===== src/rtl/instruction_fetch_stage.sv =====
// Instruction fetch stage: PC register, FETCH/HOLD fetch FSM with a one-word skid
// buffer, branch/jump redirect, and the IF/ID pipeline register.
module instruction_fetch_stage #(
  parameter logic [31:0] RESET_PC = 32'h0000_0000
) (
  input  logic        Clk,
  input  logic        Rst,
  input  logic        Stall,
  input  logic        Branch,
  input  logic [31:0] BranchTarget,
  input  logic        Jump,
  input  logic [25:0] JumpIndex,
  output logic        IMemReq,
  output logic [31:0] IMemAddr,
  input  logic        IMemReady,
  input  logic [31:0] IMemData,
  output logic [31:0] Instruction,
  output logic [31:0] PCPlus4,
  output logic        IFIDValid
);

  typedef enum logic {FETCH = 1'b0, HOLD = 1'b1} state_t;

  typedef struct packed {
    logic [31:0] instr;
    logic [31:0] pc_plus4;
    logic        valid;
  } ifid_t;

  state_t      state, state_nxt;
  ifid_t       ifid, ifid_nxt;
  logic [31:0] pc, pc_nxt;
  logic [31:0] skid, skid_nxt;
  logic        started;
  logic        redirect;
  logic [31:0] target;
  logic [31:0] pc_inc;
  logic        unused_bits;

  // Alignment bits of the branch target are dropped on purpose.
  assign unused_bits = ^BranchTarget[1:0];

  assign pc_inc   = pc + 32'd4;
  assign redirect = Branch | Jump;
  assign target   = Branch ? {BranchTarget[31:2], 2'b00}
                           : {ifid.pc_plus4[31:28], JumpIndex, 2'b00};

  // Request is held low until the first edge after reset release.
  assign IMemReq     = started && (state == FETCH);
  assign IMemAddr    = {pc[31:2], 2'b00};
  assign Instruction = ifid.instr;
  assign PCPlus4     = ifid.pc_plus4;
  assign IFIDValid   = ifid.valid;

  always_comb begin
    state_nxt = state;
    ifid_nxt  = ifid;
    pc_nxt    = pc;
    skid_nxt  = skid;
    if (redirect) begin
      pc_nxt         = target;
      ifid_nxt.instr = 32'h0;
      ifid_nxt.valid = 1'b0;
      skid_nxt       = 32'h0;
      state_nxt      = FETCH;
    end else begin
      unique case (state)
        FETCH: begin
          if (IMemReq && IMemReady) begin
            if (!Stall) begin
              ifid_nxt = '{instr: IMemData, pc_plus4: pc_inc, valid: 1'b1};
              pc_nxt   = pc_inc;
            end else begin
              skid_nxt  = IMemData;
              state_nxt = HOLD;
            end
          end else if (!Stall) begin
            ifid_nxt.instr = 32'h0;
            ifid_nxt.valid = 1'b0;
          end
        end
        HOLD: begin
          if (!Stall) begin
            ifid_nxt  = '{instr: skid, pc_plus4: pc_inc, valid: 1'b1};
            pc_nxt    = pc_inc;
            state_nxt = FETCH;
          end
        end
        default: state_nxt = FETCH;
      endcase
    end
  end

  always_ff @(posedge Clk or negedge Rst) begin
    if (!Rst) begin
      state   <= FETCH;
      ifid    <= '0;
      pc      <= RESET_PC;
      skid    <= 32'h0;
      started <= 1'b0;
    end else begin
      state   <= state_nxt;
      ifid    <= ifid_nxt;
      pc      <= pc_nxt;
      skid    <= skid_nxt;
      started <= 1'b1;
    end
  end

endmodule


===== config.mk =====
export PLATFORM = sky130hd
export DESIGN_NAME = instruction_fetch_stage
export DESIGN_NICKNAME = d
export VERILOG_FILES = /design/src/rtl/instruction_fetch_stage.sv
export SDC_FILE = /design/constraint.sdc
export NUM_CORES = 1
export LEC_CHECK = 0
export ABC_AREA = 1
export CELL_PAD_IN_SITES_DETAIL_PLACEMENT = 1
export CELL_PAD_IN_SITES_GLOBAL_PLACEMENT = 1
export CORE_MARGIN = 3
export CORE_UTILIZATION = 30
export DETAILED_ROUTE_END_ITERATION = 6
export GPL_ROUTABILITY_DRIVEN = 0
export PLACE_DENSITY_LB_ADDON = 0.1
export SLEW_MARGIN = 10
export SYNTH_ARGS = -nofsm -noshare
export SYNTH_HDL_FRONTEND = slang
export SYNTH_SLANG_ARGS = --single-unit

===== constraint.sdc =====
create_clock -name Clk -period 3.3 [get_ports Clk]
set_input_delay 0.495 -clock Clk [delete_from_list [all_inputs] [get_ports Clk]]
set_output_delay 0.495 -clock Clk [all_outputs]
set_load 0.05 [all_outputs]

==> reports/qor.yml <==
skew_ns: 0.0151
clkLatencyLatePin_ns: 0.42
synth_xor_area_share_pct: 0.675
period_needed_ns: 2.29
ff2ff_setup_slack_ns: 1.35
tightest_slew_ns: 0.731
routed_wl_um: 22100
whs_ns: 0.110
synth_cells: 816
crit_fanout: 2
ys_types: 34
ioPinCount: 194
num_rows: 53
synthesis.area_mm2: 0.00648
synth_seq_cells: 127
fin_nets: 1091
initialDrtViolationCount: 239
drt-vias-per-instance: 4.81
dp.final_hpwl_um: 15300
die_width_um: 153
final_common_cell: "nand2_1"
setup_viol: 0
tns_ns: 0
cts.sinks: 127
endpoint_kind: "output pin"
fp.dieH_um: 153
grt_max_degree: 74
wire_per_inst_um: 17.3
post-route-period-util_pct: 69.4
final_cell_mix: "nand2_1, clkdlybuf4s50_1, dfrtp_1, inv_1, nor2_1"
ys_async_sr_fraction_pct: 100
drtPass1Iterations: 4
synth_edf_count: 0
yosysSeqAreaShare_pct: 49.0
n_antenna_cell: 0
worstHoldPathType: "in -> async"
drc_errors: 0
synth_simple_gate_area_share_pct: 22.2
hold_buffers: 0
worstPathArrival_ns: 1.79
critPathSlowestCell: "clkdlybuf4s50_1"
synth-compound-area-share_pct: 17.8
cellPowerDensity_mw_per_mm2: 601
clk_pin_slew_ns: 0.06
crit_required_ns: 2.80
start_util_pct: 30.7
grt_pass1_wl_um: 36600
port_buffers: 187
muxShareOfSynthArea_pct: 1.08
ant_nets: 0
synth-main-ff-cell: "dfrtp_1"
crit_type: "reg -> out"
cts_resized: 0
grt-ovfl-total: 0
drive_gt1_share_pct: 5.77
grtUsageTotal_pct: 19.3
synth_warnings: 0
cp_cell_sequence: "nor2_1, clkdlybuf4s50_1"
syn_to_final_growth_pct: 42.5
reg2regPathDepth: 8
htreeDepth: 4
synth_fa_ha_area_share_pct: 0.193
syn_area_per_cell_um2: 7.95
cts_setup_buffers: 0
num_vias: 6156
status: "complete, no violations"
rsz0062_at_grt: "no"
cts_buffers: 17
final_max_slew_viol_count: 0
slew_headroom_pct: 51.3
grt_antenna_before_repair: 0
synth_top_family_by_area: "simple AND/OR/NAND/NOR gates"
cts_buffer_depth: 2
peakVddDrop_v: 0.000312
slowest_delay_ns: 0.86
leakage_nw: 4.13
cts_tree: "built"
root_buffer: "clkbuf_16"
cp-start-kind: "flop"
fp.coreArea_mm2: 0.0212
final_hold_viol_count: 0
grt_pass1_vias: 6576
fmax_mhz: 437
maxCapViolations: 0
die-area_mm2: 0.0234
## layout make-up
type	count	area, µm²
well taps	275	344
clock inverters	14	203
repair buffers	201	1990
inverters	93	349
fillers	2497	11900
clock buffers	17	425
flip-flops and latches	127	3180
multi-input cells	554	2750
## cells by family after synthesis
kind of cell	after synthesis
AO/OA/AOI/OAI	182
XOR/XNOR	5
adder cells (fa/ha/maj)	1
buffers and inverters	138
flip-flops	127
multiplexers	7
other	2
AND/OR/NAND/NOR	354
## synthesized netlist by cell type, drive strengths merged, types with 2 or more instances
| cell | number | share of area (%) |
|---|---|---|
| a31oi | 11 | 1.1 |
| xor2 | 3 | 0.41 |
| buf | 29 | 2.6 |
| o32ai | 13 | 1.8 |
| inv | 90 | 5.2 |
| a22oi | 3 | 0.35 |
| conb | 2 | 0.12 |
| nand3 | 45 | 3.5 |
| a21oi | 37 | 2.9 |
| o22ai | 34 | 3.3 |
| mux2i | 7 | 1.1 |
| o21ai | 51 | 4.0 |
| clkinv | 3 | 0.17 |
| xnor2 | 2 | 0.27 |
| dfrtp | 127 | 49 |
| nand2 | 246 | 14 |
| nor2 | 61 | 4.1 |
| clkbuf | 16 | 0.93 |
| a22o | 32 | 4.3 |
## final timing paths
check,startpoint,endpoint
worst max register to register,state,pc[13]
min in group Clk,PCPlus4[6],PCPlus4[6]
max in group asynchronous,Rst,Instruction[0]
worst min-delay path,Rst,PCPlus4[8]
worst min register to register,PCPlus4[6],PCPlus4[6]
worst max-delay path,state,IMemReq
## routing by layer
| metal | wire (µm) | track usage [%] |
|---|---|---|
| met2 | 11100 | 33.8 |
| met1 | 9930 | 24.7 |
| met4 | 151 | 4.33 |
| met5 | 0 | 0 |
| met3 | 923 | 4.13 |
## flip-flops by register name, summed over array words and instances, names as in the netlist
register	count
IFIDValid	1
Instruction	32
PCPlus4	30
pc	30
skid	32
started	1
state	1
## power breakdown
part / leakage, nW / total [mW] / internal (mW) / switching [mW]
clock network: 0.306 / 2.03 / 1.28 / 0.758
registers: 1.65 / 1.89 / 1.73 / 0.160
logic: 2.17 / 1.63 / 0.551 / 1.08
total: 4.13 / 5.56 / 3.56 / 2.00
## per-stage QoR
step                utilization (%)  setup WS [ns]  instances  power, mW  instance area, µm²
detailed placement             40.7          0.844       1250       3.57                8610
global route                   43.7          0.901       1281       5.84                9240
floorplan                         -           1.18        819       2.90                6490
finish                         43.7           1.01       1281       5.56                9240
CTS                            43.7          0.981       1281       5.63                9240
global placement               40.7          0.878       1250       3.55                8610
## worst max-delay path: cells and delay by family, from the launching register on
family | cells | cell delay (ns)
flops | 1 | 0.38
simple gates | 1 | 0.15
buf+inv | 1 | 0.86
Power figures use the tool's default switching activity.
